--- src/rtl/ring_pkg.sv ---
// Shared types and constants for the ring flasher monitor: LED width, FSM states,
// error codes and step direction codes.
package ring_pkg;
  localparam int LED_W = 16;

  typedef enum logic [1:0] {
    S_IDLE   = 2'd0,
    S_ACTIVE = 2'd1,
    S_ERROR  = 2'd2
  } state_t;

  localparam logic [1:0] ERR_NONE    = 2'b00;
  localparam logic [1:0] ERR_MULTI   = 2'b01;
  localparam logic [1:0] ERR_NONADJ  = 2'b10;
  localparam logic [1:0] ERR_TIMEOUT = 2'b11;

  localparam logic [1:0] DIR_FIRST = 2'b00;
  localparam logic [1:0] DIR_CW    = 2'b01;
  localparam logic [1:0] DIR_CCW   = 2'b10;
  localparam logic [1:0] DIR_SAME  = 2'b11;
endpackage

--- src/rtl/ring_step_enc.sv ---
// Classifies an LED change vector as none / one-hot / multi-bit and encodes the index.
// Purely combinational, zero latency, no backpressure.
module ring_step_enc
  import ring_pkg::*;
(
  input  logic [LED_W-1:0] delta,
  output logic             one_hot,
  output logic             multi,
  output logic [3:0]       idx
);
  logic any_bit;
  logic single;

  assign any_bit = (delta != '0);
  assign single  = ((delta & (delta - 16'd1)) == '0);
  assign one_hot = any_bit && single;
  assign multi   = any_bit && !single;

  // Index is only meaningful when one_hot is set; highest set bit wins otherwise.
  always_comb begin
    idx = 4'd0;
    for (int i = 0; i < LED_W; i++) begin
      if (delta[i]) idx = 4'(i);
    end
  end
endmodule

--- src/rtl/ring_flasher_monitor.sv ---
// Watches a 16-LED ring, reports single-LED steps, burst completion and protocol errors; 1-cycle registered outputs, no backpressure.
// Optional RING_MON_STATS_EN adds saturating CW/CCW step counters (cw_steps, ccw_steps).
module ring_flasher_monitor
  import ring_pkg::*;
#(
  parameter int TIMEOUT = 4
) (
  input  logic             clk,
  input  logic             rst,
  input  logic [LED_W-1:0] led,
  input  logic             clr_err,
  output logic             step_valid,
  output logic [3:0]       step_idx,
  output logic             step_set,
  output logic [1:0]       step_dir,
  output logic             seq_done,
  output logic [7:0]       seq_len,
  output logic [7:0]       seq_count,
  output logic             err,
  output logic [1:0]       err_code,
  output logic             err_flag
`ifdef RING_MON_STATS_EN
  ,
  output logic [15:0]      cw_steps,
  output logic [15:0]      ccw_steps
`endif
);
  localparam logic [7:0] TMO = 8'(TIMEOUT);

  logic [LED_W-1:0] led_q;
  logic [LED_W-1:0] delta;
  logic             one_hot;
  logic             multi;
  logic [3:0]       idx;

  state_t     state, state_n;
  logic [7:0] idle_cnt, idle_n;
  logic [3:0] last_idx, last_n;
  logic [7:0] burst_len, blen_n;
  logic [3:0] cw_idx, ccw_idx;

  logic       stv_n, sset_n, done_n, err_n;
  logic [3:0] sidx_n;
  logic [1:0] sdir_n, ecode_n;
  logic [7:0] slen_n, scnt_n;

  assign delta   = led ^ led_q;
  assign cw_idx  = last_idx + 4'd1;
  assign ccw_idx = last_idx - 4'd1;

  ring_step_enc u_enc (
    .delta   (delta),
    .one_hot (one_hot),
    .multi   (multi),
    .idx     (idx)
  );

  always_comb begin
    state_n = state;
    idle_n  = idle_cnt;
    last_n  = last_idx;
    blen_n  = burst_len;
    stv_n   = 1'b0;
    sidx_n  = step_idx;
    sset_n  = step_set;
    sdir_n  = step_dir;
    done_n  = 1'b0;
    slen_n  = seq_len;
    scnt_n  = seq_count;
    err_n   = 1'b0;
    ecode_n = err_code;
    case (state)
      S_IDLE: begin
        if (multi) begin
          err_n   = 1'b1;
          ecode_n = ERR_MULTI;
          state_n = S_ERROR;
        end else if (one_hot) begin
          stv_n   = 1'b1;
          sidx_n  = idx;
          sset_n  = led[idx];
          sdir_n  = DIR_FIRST;
          last_n  = idx;
          blen_n  = 8'd1;
          idle_n  = 8'd0;
          state_n = S_ACTIVE;
        end
      end
      S_ACTIVE: begin
        if (multi) begin
          err_n   = 1'b1;
          ecode_n = ERR_MULTI;
          state_n = S_ERROR;
        end else if (one_hot) begin
          if (idx == cw_idx || idx == ccw_idx || idx == last_idx) begin
            stv_n  = 1'b1;
            sidx_n = idx;
            sset_n = led[idx];
            sdir_n = (idx == cw_idx) ? DIR_CW : (idx == ccw_idx) ? DIR_CCW : DIR_SAME;
            last_n = idx;
            idle_n = 8'd0;
            blen_n = (burst_len == 8'hFF) ? burst_len : burst_len + 8'd1;
            if (led == '0) begin
              done_n  = 1'b1;
              slen_n  = blen_n;
              scnt_n  = seq_count + 8'd1;
              blen_n  = 8'd0;
              state_n = S_IDLE;
            end
          end else begin
            err_n   = 1'b1;
            ecode_n = ERR_NONADJ;
            state_n = S_ERROR;
          end
        end else if (idle_cnt + 8'd1 == TMO) begin
          err_n   = 1'b1;
          ecode_n = ERR_TIMEOUT;
          state_n = S_ERROR;
        end else begin
          idle_n = idle_cnt + 8'd1;
        end
      end
      S_ERROR: begin
        // Ring must be dark and stable for a full cycle before monitoring resumes.
        if (led == '0 && delta == '0) begin
          state_n = S_IDLE;
          idle_n  = 8'd0;
          blen_n  = 8'd0;
        end
      end
      default: state_n = S_IDLE;
    endcase
  end

  always_ff @(posedge clk or posedge rst) begin
    if (rst) begin
      led_q      <= '0;
      state      <= S_IDLE;
      idle_cnt   <= '0;
      last_idx   <= '0;
      burst_len  <= '0;
      step_valid <= 1'b0;
      step_idx   <= '0;
      step_set   <= 1'b0;
      step_dir   <= DIR_FIRST;
      seq_done   <= 1'b0;
      seq_len    <= '0;
      seq_count  <= '0;
      err        <= 1'b0;
      err_code   <= ERR_NONE;
      err_flag   <= 1'b0;
    end else begin
      led_q      <= led;
      state      <= state_n;
      idle_cnt   <= idle_n;
      last_idx   <= last_n;
      burst_len  <= blen_n;
      step_valid <= stv_n;
      step_idx   <= sidx_n;
      step_set   <= sset_n;
      step_dir   <= sdir_n;
      seq_done   <= done_n;
      seq_len    <= slen_n;
      seq_count  <= scnt_n;
      err        <= err_n;
      err_code   <= ecode_n;
      if (err_n)        err_flag <= 1'b1;
      else if (clr_err) err_flag <= 1'b0;
    end
  end

`ifdef RING_MON_STATS_EN
  always_ff @(posedge clk or posedge rst) begin
    if (rst) begin
      cw_steps  <= '0;
      ccw_steps <= '0;
    end else if (clr_err) begin
      cw_steps  <= '0;
      ccw_steps <= '0;
    end else if (stv_n) begin
      if (sdir_n == DIR_CW && cw_steps != 16'hFFFF)   cw_steps  <= cw_steps + 16'd1;
      if (sdir_n == DIR_CCW && ccw_steps != 16'hFFFF) ccw_steps <= ccw_steps + 16'd1;
    end
  end
`endif
endmodule

--- config.mk ---
export PLATFORM = sky130hd
export DESIGN_NAME = ring_flasher_monitor
export DESIGN_NICKNAME = d
export VERILOG_FILES = /design/src/rtl/ring_pkg.sv /design/src/rtl/ring_step_enc.sv /design/src/rtl/ring_flasher_monitor.sv
export SDC_FILE = /design/constraint.sdc
export NUM_CORES = 1
export LEC_CHECK = 0
export CAP_MARGIN = 15
export CORE_ASPECT_RATIO = 2
export CORE_MARGIN = 2
export CORE_UTILIZATION = 61
export DETAILED_ROUTE_END_ITERATION = 8
export PLACE_DENSITY = 0.86
export SLEW_MARGIN = 20
export SYNTH_ARGS = -nofsm -noshare
export SYNTH_HDL_FRONTEND = slang
export SYNTH_SLANG_ARGS = --single-unit
--- constraint.sdc ---
create_clock -name clk -period 4.55 [get_ports clk]
set_input_delay 1.1375 -clock clk [delete_from_list [all_inputs] [get_ports clk]]
set_output_delay 1.1375 -clock clk [all_outputs]
set_load 0.01 [all_outputs]
Word-level counts from Yosys, hierarchy flattened
Index checks and enable logic that the tools add are counted.
{"block": "classes", "reduce_logical": 20, "mux": 87, "magnitude_cmp": 1, "eq_ne": 20, "n_bitwise": 3, "addsub": 6}
{"op": "$mux W8", "n": 14}
{"op": "$mux W4", "n": 13}
{"op": "$logic_not A16 Y1", "n": 3}
{"op": "$pmux W8 S3", "n": 2}
{"op": "$mux W2", "n": 21}
{"op": "$mux W1", "n": 25}
{"op": "$add A8 B1 Y8 const B", "n": 3}
{"op": "$and A16 B16 Y16", "n": 1}
{"op": "$reduce_bool A16 Y1", "n": 1}
{"op": "$sub A16 B1 Y16 const B", "n": 1}
{"op": "$xor A16 B16 Y16", "n": 1}
{"op": "$ne A2 B2 Y1 const B", "n": 7}
{"op": "$reduce_and A7 Y1", "n": 2}
{"op": "$eq A4 B4 Y1", "n": 3}
{"op": "$mux W3", "n": 4}
{"op": "$ne A3 B3 Y1 const B", "n": 3}
{"op": "$eq A8 B3 Y1 const B", "n": 1}
{"op": "$eq A8 B8 Y1 const B", "n": 1}
{"op": "$ne A4 B4 Y1 const B", "n": 2}
{"op": "$pmux W2 S2", "n": 2}
{"op": "$pmux W4 S2", "n": 1}
{"op": "$reduce_and A4 Y1", "n": 2}
{"op": "$pmux W1 S2", "n": 3}
{"op": "$pmux W2 S3", "n": 1}
{"op": "other kinds (16)", "n": 20}
{"block": "word_totals", "out_inout_bits": 29, "input_bits": 19, "ff_bits": 63}

Longest topological paths before layout
Gate-level depths: netlist of the first run.
{"block": "depth", "ltp_word": 24, "mapped_depth": 11, "depth_no_buf": 10}

By module
Synthesis of the first run repeated with hierarchy kept, for this count alone.
{"block": "unflattened", "hier_cells": 367, "hier_area_um2": 3747.3}
{"module": "ring_flasher_monitor", "cells_per_inst": 318, "instances": 1, "area_per_inst_um2": 3397.0}
{"module": "ring_step_enc", "cells_per_inst": 49, "instances": 1, "area_per_inst_um2": 350.3}

Worst setup path before layout of the first run
Ideal clock, no wire load.
{"block": "synth_timing", "path_type": "input to register", "start": "input led[14]", "end": "register seq_count[1]", "path_stages": 10, "n_path_buf": 2, "slack_ps": 741, "arrival_ps": 3684, "t_required_ps": 4425, "path_cell_list": "buf_2 xnor2_2 nand4_1 nor2_1 nor3_1 or4_1 o32ai_4 o211a_2 buf_6 mux2_2"}
{"block": "synth_between", "elab_chain_cells": 8}
{"item": "start, declared", "line": "ring_flasher_monitor.sv:10", "source": "input logic [LED_W-1:0] led,"}
{"item": "$xor A16 B16 Y16", "line": "ring_flasher_monitor.sv:47", "source": "assign delta = led ^ led_q;"}
{"item": "$sub A16 B1 Y16", "line": "ring_step_enc.sv:15", "source": "assign single = ((delta & (delta - 16'd1)) == '0);"}
{"item": "$and A16 B16 Y16", "line": "ring_step_enc.sv:15"}
{"item": "$logic_not A16 Y1", "line": "ring_step_enc.sv:15"}
{"item": "$logic_not A1 Y1", "line": "ring_step_enc.sv:17", "source": "assign multi = any_bit && !single;"}
{"item": "$logic_and A1 B1 Y1", "line": "ring_step_enc.sv:17"}
{"item": "$not A1 Y1 (no line)"}
{"item": "$reduce_and A5 Y1 (no line) (*)"}
{"item": "end signal, assigned", "line": "ring_flasher_monitor.sv:164", "source": "seq_count <= scnt_n;"}
{"item": "end, declared", "line": "ring_flasher_monitor.sv:18", "source": "output logic [7:0] seq_count,"}
Every way passes the cells marked *; elsewhere a longest branch is shown, timed or not.
A chain may end at the register's enable or synchronous reset.

Worst setup path after layout of the first run
{"block": "layout_timing", "start": "input led[11]", "end": "register burst_len[7]"}
{"block": "layout_between", "elab_chain_cells": 11}
{"item": "branches (longest 11 deep; another with $sub A16 B1 Y16)"}
{"item": "end signal, assigned", "line": "ring_flasher_monitor.sv:157", "source": "burst_len <= blen_n;"}
{"item": "end, declared", "line": "ring_flasher_monitor.sv:39", "source": "logic [7:0] burst_len, blen_n;"}
Several ways; the timed one is not identified. The select of a mux whose other input is x is not followed.

==> flow_metrics.py, run 1 <==
metrics = {
    "worst_setup_path": {
        "crit_family": "compound AO/OA/AOI/OAI gates",
        "cp_common_cell": "nor4_1",
        "rr_endpoint": "burst_len[7]",
        "start_kind": "primary input",
        "cp_slowest_cell": "nor4_1",
        "required_ns": 4.77,
        "rrSetupSlack_ns": 1.10,
        "crit_fanout": 8,
        "endpoint": "burst_len[7]",
        "cp-end-kind": "register",
        "max_stage_delay_ns": 0.63,
        "crit-reg2reg-launch": "led_q[8]",
        "crit_arrival_ns": 4.61,
        "r2r_cells": 10,
        "path_class": "in2reg",
        "crit_buf_inv": 2,
        "startpoint": "led[11]",
        "crit_chain": "clkdlybuf4s50_1, xor2_1, nor4_1, buf_4, a21oi_4, xnor2_1, nor4_1, o311a_4, o21a_2, o21ai_2, mux2_2",
        "crit_cells": 11,
    },
    "synthesis": {
        "synth_warnings": 0,
        "synth_top_area_cell": "dfrtp_1",
        "ys_ff_latch": 63,
        "yosysTopAreaCellShare_pct": 39.8,
        "syn-num-nets": 447,
        "synthTopCellsByArea": "dfrtp_1, xnor2_1, xor2_1",
        "synthFlopType": "dfrtp_1",
        "synth-seq-area-share_pct": 39.8,
        "synth_async_sr_flop_share_pct": 100,
        "syn-mean-instance-area_um2": 9.45,
        "ys_types": 68,
        "syn_area_um2": 3960,
        "synth_edf_count": 0,
        "syn_inst": 419,
    },
    "min_path": {
        "hold_start": "seq_count[7]",
        "worstHoldPathType": "reg2reg",
    },
    "finish": {
        "fillers": 382,
        "drive_gt1_share_pct": 19.0,
        "stdcell_count": 617,
        "final_cell_mix": "dfrtp_1, buf_4, clkdlybuf4s50_1",
        "final-seq-area_um2": 1580,
        "final_nets": 554,
        "area_growth_pct": 33.4,
        "multiInputGateArea_um2": 2260,
        "num_antenna_cells": 0,
        "layout_commonest_cell": "dfrtp_1",
    },
    "routing": {
        "drt-total-wl_um": 12500,
        "wl_per_cell_um": 20.3,
        "drt_iter0_drc": 324,
        "vias": 3976,
        "postRouteAntennaNets": 0,
        "drtPass1Iterations": 5,
        "drc": 0,
        "vias_per_cell": 6.44,
    },
    "power": {
        "p_leak_nw": 2.26,
        "total_power_mw": 1.85,
        "power.density_nw_per_um2": 349,
        "ir_worst_vdd_mv": 0.294,
    },
    "sta": {
        "setup_ws_ns": 0.165,
        "relSlewSlack_pct": 49.5,
        "finalHoldViolCount": 0,
        "setup_viol": 0,
        "fin_crit_sh_pct": 96.4,
        "fmax_mhz": 228,
        "slew_viol_final": 0,
        "period_minus_slack_ns": 4.38,
        "worstMarginPinSlew_ns": 0.751,
        "finClkSkew_ns": 0.00341,
        "setup_tns_ns": 0,
        "rsz0062_at_grt": "false",
    },
    "floorplan": {
        "dieArea_um2": 7190,
        "placementRows": 41,
        "fp.coreArea_um2": 6310,
        "num_io_pins": 48,
        "start_util_pct": 62.8,
        "die_h_um": 118,
        "fp.dieW_um": 61.0,
    },
    "job": {
        "drv_cap": 0,
    },
    "clocking": {
        "clk_latency_ns": 0.34,
        "cts_sinks": 63,
        "cts_tree": "yes",
        "htreeDepth": 3,
        "cts_hold_buffers": 0,
        "cts-resized-gates": 0,
        "root_buffer": "clkbuf_16",
        "cts_inserted_buffers": 9,
        "clock_path_buffers": 2,
        "path_clk_slew_ns": 0.05,
        "post-cts-setup-buffers": 0,
    },
    "outcome": {
        "outcome": "finished clean",
    },
    "place": {
        "dp_hpwl_um": 9380,
        "place_ws_ns": -0.0537,
        "gp_congestion": 0.964,
        "placedCellCount": 601,
        "port_buffers": 47,
    },
    "global_routing": {
        "grt_start_max_net_pins": 35,
        "grt_first_pass_wirelength_um": 20200,
        "grt_pass1_vias": 4181,
        "antenna_found_initial": 0,
        "grtUsageTotal_pct": 38.3,
        "grt.overflow.total": 0,
    },
}
cells by family after synthesis:
logic type	share of synthesized area [%]
AND/OR/NAND/NOR	20.9
AO/OA/AOI/OAI	19.1
flip-flops	39.8
XOR/XNOR	9.67
buffers and inverters	3.10
multiplexers	4.58
adder cells (fa/ha/maj)	2.84
layout make-up:
class / instances / share of cell area, %
clock inverters: 3 / 1.23
repair buffers: 106 / 17.8
clock buffers: 13 / 4.92
inverters: 20 / 1.42
flip-flops and latches: 63 / 29.8
multi-input cells: 326 / 42.8
well taps: 86 / 2.04
how the worst min path moves through the flow:
stage	to	slack [ns]	cells past startpoint
finish	seq_count[7]	0.46	1
global route	seq_count[7]	0.48	1
CTS	seq_count[7]	0.47	1
detailed placement	seq_count[7]	0.46	1
global placement	seq_count[7]	0.45	1
floorplan	idle_cnt[1]	0.47	1
registers in the layout (all words and copies together), names as in the netlist:
signal / flops
seq_len: 8
idle_cnt: 8
seq_done: 1
burst_len: 8
last_idx: 4
err_code: 2
led_q: 16
err_flag: 1
step_dir: 2
state: 2
step_valid: 1
err: 1
seq_count: 8
step_set: 1
cells in the mapped netlist (2+ instances only):
cell	number
a211oi_1	4
a21boi_0	2
a21o_1	7
a21oi_1	15
a2bb2oi_1	2
a31oi_1	3
and2_1	3
and3_1	7
buf_2	2
clkbuf_1	7
dfrtp_1	63
ha_1	9
inv_1	20
mux2_2	9
mux2i_1	8
nand2_1	33
nand3_1	18
nand4_1	8
nor2_1	25
nor2b_1	4
nor3_1	14
nor3b_1	6
nor4_1	17
nor4b_1	3
o211ai_1	9
o21ai_0	25
o21ai_2	2
o22a_1	4
o22ai_1	2
o31ai_1	5
o32ai_1	3
or2_2	3
or3_1	2
or4_1	3
xnor2_1	23
xor2_1	17
layer usage:
| layer | wire length, um | vias up | track usage (%) |
|---|---|---|---|
| met2 | 6850 | 207 | 64.4 |
| met5 | 0 | - | 0 |
| li1 | - | 1781 | - |
| met1 | 4070 | 1912 | 36.8 |
| met3 | 763 | 76 | 12.9 |
| met4 | 860 | 0 | 26.2 |
power by group:
part           internal [mW]  switching [mW]  total (mW)
Sequential             0.583          0.0215       0.605
Combinational          0.218           0.267       0.486
Clock                  0.509           0.248       0.756
Total                   1.31           0.537        1.85
per-stage QoR:
step	cell area (um^2)	hold slack, ns	util (%)
after global placement	4960	0.454	78.6
after global routing	5290	0.484	83.8
after CTS	5290	0.468	83.8
after floorplan	3960	0.468	-
final	5290	0.461	83.8
after detailed placement	4960	0.457	78.6
worst reg2reg max path: stages (launching register included):
cell	delay, ns
dfrtp_1	0.40
xor2_1	0.24
nor4_1	0.60
buf_4	0.23
a21oi_4	0.09
xnor2_1	0.29
nor4_1	0.13
o311a_4	0.45
o21a_2	0.25
o21ai_2	0.29
mux2_2	0.37
(Power assumes the default switching activity.)
==> inputs of run 2 (changes only) <==
HOLD_SLACK_MARGIN = 0.15   (was default)
==> results of run 2 <==
The final DEF is identical to that of run 1; final timing and power are the same.
==> inputs of run 3 (changes only) <==
CORE_UTILIZATION = 63   (was 61)
CTS_BUF_LIST = sky130_fd_sc_hd__clkbuf_8   (was default)
PLACE_DENSITY = default   (was 0.86)
PLACE_DENSITY_LB_ADDON = 0.25   (was default)
==> run 3 against run 2 <==
Compared with the run above:
- clock skew grew 0.0022 ns
- global-route usage grew 4.5 points
- cell count shrank 0.97%
- non-clock buffer count shrank 4
- critical path depth is the same
- first-iteration DRC count grew 4.0%
- critical path type unchanged
- utilization grew 0.93 points
- die area shrank 3.0%
- worst hold slack gained 0.022 ns
- clock power shrank 35%
- register-to-register slack lost 0.06 ns
- sequential cell count is the same
==> flow_metrics.py, run 3 (synthesis results as in run 1) <==
metrics = {
    "finish": {
        "final_nets": 550,
        "multiInputGateArea_um2": 2280,
        "area_growth_pct": 29.5,
        "layout_commonest_cell": "dfrtp_1",
        "final-seq-area_um2": 1580,
        "largest_reg_flops": 16,
        "drive_gt1_share_pct": 18.8,
        "fillers": 329,
        "top_register": "led_q",
        "final_cell_mix": "dfrtp_1, buf_4, clkdlybuf4s50_1",
        "num_antenna_cells": 0,
    },
    "routing": {
        "postRouteAntennaNets": 0,
        "drt_iter0_drc": 337,
        "wl_per_cell_um": 22.5,
        "vias": 4097,
        "vias_per_cell": 6.71,
        "drtPass1Iterations": 6,
        "drc": 0,
        "drt-total-wl_um": 13700,
    },
    "global_routing": {
        "grt_first_pass_wirelength_um": 21500,
        "grtUsageTotal_pct": 42.8,
        "grt_start_max_net_pins": 40,
        "antenna_found_initial": 0,
        "grt.overflow.total": 0,
        "grt_pass1_vias": 4198,
    },
    "worst_setup_path": {
        "r2r_cells": 9,
        "cp-end-kind": "register",
        "crit-reg2reg-launch": "led_q[5]",
        "rrSetupSlack_ns": 1.04,
        "required_ns": 4.76,
        "crit_fanout": 9,
        "path_class": "in2reg",
        "rr_endpoint": "idle_cnt[6]",
        "crit_arrival_ns": 4.62,
        "start_kind": "primary input",
    },
    "clocking": {
        "root_buffer": "clkbuf_8",
        "htreeDepth": 3,
        "cts-resized-gates": 0,
        "cts_sinks": 63,
        "clock_path_buffers": 2,
        "post-cts-setup-buffers": 0,
        "cts_hold_buffers": 0,
        "path_clk_slew_ns": 0.07,
        "clk_latency_ns": 0.36,
        "cts_inserted_buffers": 9,
        "cts_tree": "yes",
    },
    "floorplan": {
        "fp.coreArea_um2": 6060,
        "die_h_um": 116,
        "dieArea_um2": 6980,
        "num_io_pins": 48,
        "start_util_pct": 65.4,
        "placementRows": 40,
        "fp.dieW_um": 60.1,
    },
    "sta": {
        "holdWs_ns": 0.483,
        "worstMarginPinSlew_ns": 0.866,
        "fin_crit_sh_pct": 96.9,
        "setup_ws_ns": 0.141,
        "relSlewSlack_pct": 42.2,
        "finalHoldViolCount": 0,
        "finClkSkew_ns": 0.00557,
        "period_minus_slack_ns": 4.41,
        "slew_viol_final": 0,
        "setup_viol": 0,
        "rsz0062_at_grt": "false",
        "fmax_mhz": 227,
    },
    "power": {
        "ir_worst_vdd_mv": 0.356,
        "total_power_mw": 1.58,
        "p_leak_nw": 2.20,
        "power.density_nw_per_um2": 309,
    },
    "min_path": {
        "min_to": "seq_count[7]",
        "hold_start": "seq_count[7]",
        "worstHoldPathType": "reg2reg",
        "whs_path_depth": 1,
    },
    "outcome": {
        "outcome": "finished clean",
    },
    "place": {
        "place_ws_ns": -0.0137,
        "port_buffers": 47,
        "gp_congestion": 0.972,
        "dp_hpwl_um": 9590,
    },
    "job": {
        "drv_cap": 0,
    },
}
==> run 3: final cells by class <==
class                   instances  area share (%)
clock buffers                  10            2.68
clock inverters                 6            1.05
inverters                      20            1.46
multi-input cells             326            44.5
flip-flops and latches         63            30.7
well taps                      84            2.05
repair buffers                102            17.5
==> run 3: per-layer routing <==
layer	up-vias	global-route usage (%)	wire length (um)
li1	1765	-	-
met1	1946	44.2	4500
met2	282	73.3	7250
met3	104	10.3	876
met4	0	28.9	1090
met5	-	0	0
==> run 3: report_power, final <==
| group | switching [mW] | total, mW | internal [mW] |
|---|---|---|---|
| Sequential | 0.0218 | 0.604 | 0.582 |
| Combinational | 0.285 | 0.487 | 0.202 |
| Clock | 0.232 | 0.493 | 0.261 |
==> run 3: through the flow <==
stage               util, %  cell area, um^2  TNS [ns]  std cells
floorplan                 -             3960         0        419
finish                 84.7             5130         0        611
global route           84.7             5130         0        611
detailed placement     81.2             4910   -0.0146        595
global placement       81.2             4910   -0.0120        595
CTS                    84.3             5110         0        611
==> run 3: worst max-delay path by stage <==
stage | start | endpoint | cells after the start
after detailed placement | led[7] | idle_cnt[7] | 10
after global routing | led[4] | idle_cnt[6] | 10
after CTS | led[6] | state[0] | 10
final | led[14] | idle_cnt[6] | 11
after floorplan | led[14] | seq_count[1] | 10
after global placement | led[4] | seq_count[7] | 11
==> run 3: critical path: stages <==
cell and delay, ns:
clkdlybuf4s50_1 0.57, xnor2_2 0.34, nand4_1 0.26, nor2_1 0.16, buf_4 0.14, nor3_1 0.04
or4_1 0.55, o32ai_4 0.45, nor2_2 0.18, a21o_1 0.30, o32ai_1 0.49
